==> config.mk <==
export PLATFORM = sky130hd
export DESIGN_NAME = alu_share_arbiter
export DESIGN_NICKNAME = d
export VERILOG_FILES = /design/src/rtl/alu_share_arbiter.sv
export SDC_FILE = /design/constraint.sdc
export NUM_CORES = 1
export LEC_CHECK = 0
export CORE_AREA = 2 2 129 131
export CTS_CLUSTER_SIZE = 30
export DETAILED_ROUTE_END_ITERATION = 7
export DIE_AREA = 0 0 131 133
export PLACE_DENSITY = 0.78
export SYNTH_ARGS = -nofsm -noshare
export SYNTH_HDL_FRONTEND = slang
export SYNTH_SLANG_ARGS = --single-unit
==> constraint.sdc <==
create_clock -name clk -period 2.4 [get_ports clk]
set_input_delay 0.24 -clock clk [delete_from_list [all_inputs] [get_ports clk]]
set_output_delay 0.24 -clock clk [all_outputs]
set_load 0.01 [all_outputs]
==> src/rtl/alu_share_arbiter.sv <==
// Round-robin sharing of one external RV32I ALU between two requesters.
// Operands are registered onto the ALU, result/flags captured one cycle later.
//
// state     | meaning
// ST_IDLE   | arbitrating; reqN_ready follows grant
// ST_EXEC   | ALU settling on registered operands; capture at end of cycle
// ST_RESP   | result held for owner until its resp ready
module alu_share_arbiter #(
  parameter int TAG_W = 4
) (
  input  logic             clk,
  input  logic             resetn,
  input  logic             req0_valid,
  output logic             req0_ready,
  input  logic [31:0]      req0_a,
  input  logic [31:0]      req0_b,
  input  logic [2:0]       req0_funct3,
  input  logic             req0_sign,
  input  logic [TAG_W-1:0] req0_tag,
  input  logic             req1_valid,
  output logic             req1_ready,
  input  logic [31:0]      req1_a,
  input  logic [31:0]      req1_b,
  input  logic [2:0]       req1_funct3,
  input  logic             req1_sign,
  input  logic [TAG_W-1:0] req1_tag,
  output logic             resp0_valid,
  input  logic             resp0_ready,
  output logic [31:0]      resp0_result,
  output logic [2:0]       resp0_flags,
  output logic [TAG_W-1:0] resp0_tag,
  output logic             resp1_valid,
  input  logic             resp1_ready,
  output logic [31:0]      resp1_result,
  output logic [2:0]       resp1_flags,
  output logic [TAG_W-1:0] resp1_tag,
  output logic             busy,
  output logic [31:0]      alu_op_a,
  output logic [31:0]      alu_op_b,
  output logic [2:0]       alu_funct3,
  output logic             alu_op_sign,
  input  logic [31:0]      alu_result,
  input  logic             alu_zero,
  input  logic             alu_negative,
  input  logic             alu_overflow
);

  localparam logic [1:0] ST_IDLE = 2'd0;
  localparam logic [1:0] ST_EXEC = 2'd1;
  localparam logic [1:0] ST_RESP = 2'd2;

  logic [1:0]       state;
  logic             last_grant;
  logic             owner;
  logic [TAG_W-1:0] tag_q;
  logic [TAG_W-1:0] resp_tag_q;
  logic [31:0]      resp_result_q;
  logic [2:0]       resp_flags_q;
  logic             grant0;
  logic             grant1;
  logic             owner_ready;

  // Contention goes to the port that did not win last time.
  always_comb begin
    grant0 = 1'b0;
    grant1 = 1'b0;
    if (state == ST_IDLE) begin
      if (req0_valid && req1_valid) begin
        grant0 = last_grant;
        grant1 = !last_grant;
      end else begin
        grant0 = req0_valid;
        grant1 = req1_valid;
      end
    end
  end

  assign req0_ready  = grant0;
  assign req1_ready  = grant1;
  assign owner_ready = owner ? resp1_ready : resp0_ready;

  always_ff @(posedge clk or negedge resetn) begin
    if (!resetn) begin
      state         <= ST_IDLE;
      last_grant    <= 1'b1;
      owner         <= 1'b0;
      tag_q         <= '0;
      resp_tag_q    <= '0;
      resp_result_q <= '0;
      resp_flags_q  <= '0;
      alu_op_a      <= '0;
      alu_op_b      <= '0;
      alu_funct3    <= '0;
      alu_op_sign   <= 1'b0;
    end else begin
      case (state)
        ST_IDLE: begin
          if (grant0) begin
            alu_op_a    <= req0_a;
            alu_op_b    <= req0_b;
            alu_funct3  <= req0_funct3;
            alu_op_sign <= req0_sign;
            tag_q       <= req0_tag;
            owner       <= 1'b0;
            last_grant  <= 1'b0;
            state       <= ST_EXEC;
          end else if (grant1) begin
            alu_op_a    <= req1_a;
            alu_op_b    <= req1_b;
            alu_funct3  <= req1_funct3;
            alu_op_sign <= req1_sign;
            tag_q       <= req1_tag;
            owner       <= 1'b1;
            last_grant  <= 1'b1;
            state       <= ST_EXEC;
          end
        end
        ST_EXEC: begin
          resp_result_q <= alu_result;
          resp_flags_q  <= {alu_overflow, alu_negative, alu_zero};
          resp_tag_q    <= tag_q;
          state         <= ST_RESP;
        end
        ST_RESP: begin
          if (owner_ready) state <= ST_IDLE;
        end
        default: state <= ST_IDLE;
      endcase
    end
  end

  assign busy         = (state != ST_IDLE);
  assign resp0_valid  = (state == ST_RESP) && !owner;
  assign resp1_valid  = (state == ST_RESP) && owner;
  assign resp0_result = resp_result_q;
  assign resp1_result = resp_result_q;
  assign resp0_flags  = resp_flags_q;
  assign resp1_flags  = resp_flags_q;
  assign resp0_tag    = resp_tag_q;
  assign resp1_tag    = resp_tag_q;

endmodule

# Word-level counts from Yosys, hierarchy flattened
# Index checks and enable logic that the tools add are counted.
[word_totals] regBits=115 latchBits=0 ramBits=0 rom_bits=0 inputBits=185 wordCells=46 memories=0
[op_classes] addsub=0 multipliers=0 n_div=0 magnitude_cmp=0 eq_ne=4 shift=0 mux=21 bitwise_logic=0 reduce_logical=10
[op_table] cell="$mux 32" n=4
[op_table] cell="$mux 1" n=9
[op_table] cell="$mux 4" n=2
[op_table] cell="$mux 2" n=3
[op_table] cell="$mux 3" n=2
[op_table] cell="$pmux 2 s3" n=1
[op_table] cell="$reduce_and 2->1" n=2
[op_table] cell="$reduce_bool 2->1" n=2
[op_table] cell="$logic_and 1x1->1" n=3
[op_table] cell="$ne 3x3->1 const B" n=1
[op_table] cell="$eq 2x1->1 const B" n=1
[op_table] cell="$eq 2x2->1 const B" n=1
[op_table] cell="$logic_not 1->1" n=2
[op_table] cell="$logic_not 2->1" n=1
[op_table] cell="$ne 2x2->1 const B" n=1

# Longest topological paths before layout
[logic_depth] word_depth=6 mapped_depth=6 depth_no_buf=4

# Worst setup path after synthesis
# Ideal clock, no wire load.
[synth_path] kind="reg2reg" from="register last_grant" to="register alu_funct3[0]" setup_time_ps=126 t_arrival_ps=1287 t_required_ps=2274 slack_ps=987 path_stages_with_launch=6 path_buffers=2 period_less_slack_ps=1413 cell_sequence="dfstp_2 > nand2_1 > and3_4 > buf_6 > buf_2 > a221o_1"
[synth_between] elab_chain_len=5
[synth_lines] item="start: declaration" line_no="53" text="logic last_grant;"
[synth_lines] item="start signal: assignment" line_no="85" text="last_grant <= 1'b1;"
[synth_lines] item="start signal: assignment" line_no="105" text="last_grant <= 1'b0;"
[synth_lines] item="start signal: assignment" line_no="114" text="last_grant <= 1'b1;"
[synth_lines] item="$logic_not 1->1" line_no="70" text="grant1 = !last_grant;"
[synth_lines] item="$mux 1" line_no="68" text="if (req0_valid && req1_valid) begin"
[synth_lines] item="$mux 1" line_no="67" text="if (state == ST_IDLE) begin"
[synth_lines] item="$reduce_bool 2->1 (no line)"
[synth_lines] item="$reduce_and 2->1 (no line)"
[synth_lines] item="end signal: assignment" line_no="101" text="alu_funct3 <= req0_funct3;"
[synth_lines] item="end signal: assignment" line_no="110" text="alu_funct3 <= req1_funct3;"
[synth_lines] item="end: declaration" line_no="40" text="output logic [2:0] alu_funct3,"
# Several ways; a longest one is shown, not always the timed one.
# A chain may end at the register's enable or synchronous reset.

# Worst setup path in the final report
[layout_path] from="register state[0]" to="output busy"
[layout_between] elab_chain_len=1
[layout_lines] item="start: declaration" line_no="52" text="logic [1:0] state;"
[layout_lines] item="start signal: assignment" line_no="84" text="state <= ST_IDLE;"
[layout_lines] item="start signal: assignment" line_no="106" text="state <= ST_EXEC;"
[layout_lines] item="start signal: assignment" line_no="115" text="state <= ST_EXEC;"
[layout_lines] item="$reduce_bool 2->1" line_no="132" text="assign busy = (state != ST_IDLE);"
[layout_lines] item="end: declaration" line_no="37" text="output logic busy,"
# Every way passes these cells.

==> results.txt <==
The flow ran to the end, and the final reports show no timing, DRC or antenna violations. After floorplanning, the core was divided into 47 placement rows. On the critical path the largest part of the delay comes from buffers and inverters. In this run, the number of DRC markers left after iteration 0 of detailed routing was 196. For this design the static power due to leakage is 3.66 nW. Along the worst path, the maximum fanout reaches 36. The count of nets left with antenna violations once routing finished came out at 0. The number of maximum-capacitance constraint violations is 0, and the share of flip-flops with an asynchronous set or reset is 1.00. After synthesis, the largest family of logic cells by area is compound AO/OA/AOI/OAI gates. The power density over the cells is 1370 mW/mm^2, and the die boundary width is 131 microns.

The effective utilization at floorplan was 0.325. Among all flip-flop cells after synthesis, the most frequent one is dfrtp_1. In the routed design, unresolved DRC markers number 0.

Global routing finished with a remaining overflow of 0. The detailed-route wire length per cell works out to 18.8 microns. Walking the worst path, the cells encountered are nor2_4 -> inv_4 -> clkdlybuf4s50_1. The core area was 0.0162 sq mm.

For the core occupancy in the finished layout, the log shows 0.561. The gate count of the mapped netlist is 390. dfrtp_1 is the most common cell in the netlist. Global routing met2 resource utilization: 0.340. After the flow finishes, the layout carries non-filler instances totaling 911.

The logs give 0.195 for the global-route total usage across every layer and 2160 ps for the data required time of the critical path. The simple logic cell fraction of the synthesized area is 0.0148. The class of the most critical hold timing path was primary input to async pin. For this run, the top clock speed supported by timing is 0.478 GHz. For this run, the slowest stage of the critical path takes 650 ps. The clock input transition at the sequential cells of the worst setup and hold paths works out to 60 ps. The die covers 0.0174 sq mm. The tools report the summed negative setup slack over all endpoints as 0 ps. STA classifies the critical path startpoint as a flip-flop.

The critical path buffer and inverter count was 2; the global-route wire length before repair was 26.1 mm. The worst-case setup slack after placement is 495 ps, and the relative max-transition margin is 0.652. Setup slack closes at 307 ps. The tools report the sequential-to-total area share from yosys stat as 0.549.

Yosys printed 0 warnings. Largest area contributor in the synthesized netlist: dfrtp_1. The busiest layer in global routing was met2.

After synthesis, the most frequently instantiated cells are dfrtp_1, a221o_1, o21a_1, mux2_2, buf_4. The final-report hold violation count is 0, and the via density per instance is 5.00. The share of the clock period used by the worst path is 0.872, and the pin count of the biggest net entering global routing is 75. The clock tree root buffer cell is clkbuf_16. The filler cell count is 1304, and the met3 track demand over resource in global routing is 0.0607.

Setup violations remaining at the end of the flow were counted as 0. The setup path with the least slack is of type flip-flop to primary output. The xor-xnor portion of the synthesized cell area was 0; the total nets after synthesis was 575. The average footprint of a synthesized cell was 13.5 sq um; the worst-margin pin slew was 522 ps. Registers take 0.00288 sq mm. 0 antenna diodes ended up in the layout. For the via count of the first global-routing pass, the log shows 4843. 336 I/O pins were placed.

The count of placed standard cells including taps was 879. The die height is 133 microns, and the detailed placer's ending HPWL is 12.4 mm. TritonCTS built the clock tree.

Summing all multi-input logic gate instances after layout gives 0.00182 sq mm. The synthesized design contains 0 enable-type register cells. The cell area that synthesis handed to floorplanning was 0.00525 sq mm. The count of pins over their slew limit was 0; the number of buffer cells added on primary ports was 335. The tools report the worst hold slack as 364 ps. The share of cells above drive strength 1 was 0.124.

The clock net sink count is 115. The total via count after detailed routing came out at 4553. Setup repair after global routing left no endpoint under its margin. Routability-driven placement finished with a final weighted congestion of 0.824. The run gives 6 as the number of iterations in the first detailed-routing pass.

Counting flops and latches in the post-synthesis netlist gives 115. The synthesized netlist contains 20 unique library cells. The share of Yosys cell area claimed by the top area cell type is 0.544. The H-tree was split into 4 levels.

The met1 routing resource usage after global routing is 0.216. The tools report the initial antenna violation count as 1. The clock period minus worst slack works out to 2090 ps. Among all stages on the critical path, the largest delay is contributed by clkdlybuf4s50_1.

The adder-cell share of the synthesized area came out at 0. STA puts the critical path data arrival time at 1850 ps. The run gives 0.000583 V as the peak ir drop on the vdd network. The run gives 9.16 ps as the worst setup skew after layout. The area growth from synthesis to layout was 72.9%; the fraction of the mapped netlist area in compound gates was 0.244. By area the synthesized netlist is led by dfrtp_1, a221o_1, o21a_1, mux2_2, buf_4. Clock latency on the worst-skew pair, taken at its later pin, is 410 ps. The final layout contains 864 nets.

The multiplexer share of the synthesized area works out to 0.0858. Maximum count of clock buffers along a single path: 2. STA classifies the critical path endpoint as a primary output. In this run, CTS created clock tree buffers numbering 17. Post-detailed-routing wire length: 17.2 mm.
[final timing paths]
kind                       slack [ps]  startpoint  cells after the start               end
hold reg to reg                   520  last_grant                      1        last_grant
hold / removal                    360      resetn                      2  resp0_result[15]
min in group clk                  440  req1_b[28]                      2      alu_op_b[28]
setup / recovery                  310    state[0]                      3              busy
max in group asynchronous        1250      resetn                      3       alu_op_a[6]
setup reg to reg                  750    state[0]                      5      alu_op_b[16]
[sequential cells by signal, indices dropped and copies added, names as in the netlist, 2 cells and up]
name / count
alu_op_a: 32
alu_op_b: 32
resp0_result: 32
resp0_tag: 4
tag_q: 4
alu_funct3: 3
resp0_flags: 3
state: 2
[cells by family after synthesis]
kind of cell	count (synthesis)
buffers and inverters	76
AO/OA/AOI/OAI	147
AND/OR/NAND/NOR	12
flip-flops	115
multiplexers	40
[cell type report]
class	instances	area share
inverter	2	0.00110
sequential	115	0.317
tap	220	0.0303
clock buffer	20	0.0503
timing repair buffer	344	0.384
multi-input combinational	199	0.200
clock inverter	11	0.0170
[layer usage]
| metal | vias to the layer above | share of wire |
|---|---|---|
| met4 | 0 | 0.030 |
| met5 | - | 0 |
| met2 | 252 | 0.51 |
| met3 | 43 | 0.084 |
| li1 | 2027 | - |
| met1 | 2231 | 0.37 |
[where the power goes]
part / leakage (nW) / switching [mW] / internal [mW] / total [mW]
Combinational: 1.99 / 2.47 / 3.79 / 6.26
Sequential: 1.39 / 0.665 / 2.93 / 3.59
Clock: 0.281 / 0.908 / 1.69 / 2.59
[layout by cell type, fill, tap and decap left out]
cell,n
clkdlybuf4s50_1,334
dfrtp_1,114
o21a_1,72
a221o_1,72
mux2_2,40
clkbuf_16,17
clkinvlp_4,5
buf_12,5
buf_4,4
nor2_1,3
bufinv_16,3
nor2_4,2
nand2b_1,2
and3_4,2
nand2_1,2
clkbuf_8,2
clkinv_4,2
inv_4,1
inv_1,1
nand2b_2,1
o21ai_0,1
a21o_1,1
o21bai_1,1
clkbuf_1,1
inv_6,1
dlygate4sd3_1,1
dfstp_2,1
[through the flow]
| step | total power [mW] | cell area [sq um] |
|---|---|---|
| after global placement | 9.73 | 8450 |
| final | 12.5 | 9070 |
| after detailed placement | 9.91 | 8450 |
| after global routing | 13.2 | 9070 |
| after CTS | 12.6 | 9070 |
| after floorplan | 6.99 | 5250 |
[what timing repair did]
item | in CTS | in global routing
hold buffers | 1 | 0
setup endpoints to repair | 0 | 1
setup buffers | 0 | 0
resized for setup | 0 | 2
hold endpoints to repair | 36 | 0
Power figures use the tool's default switching activity.
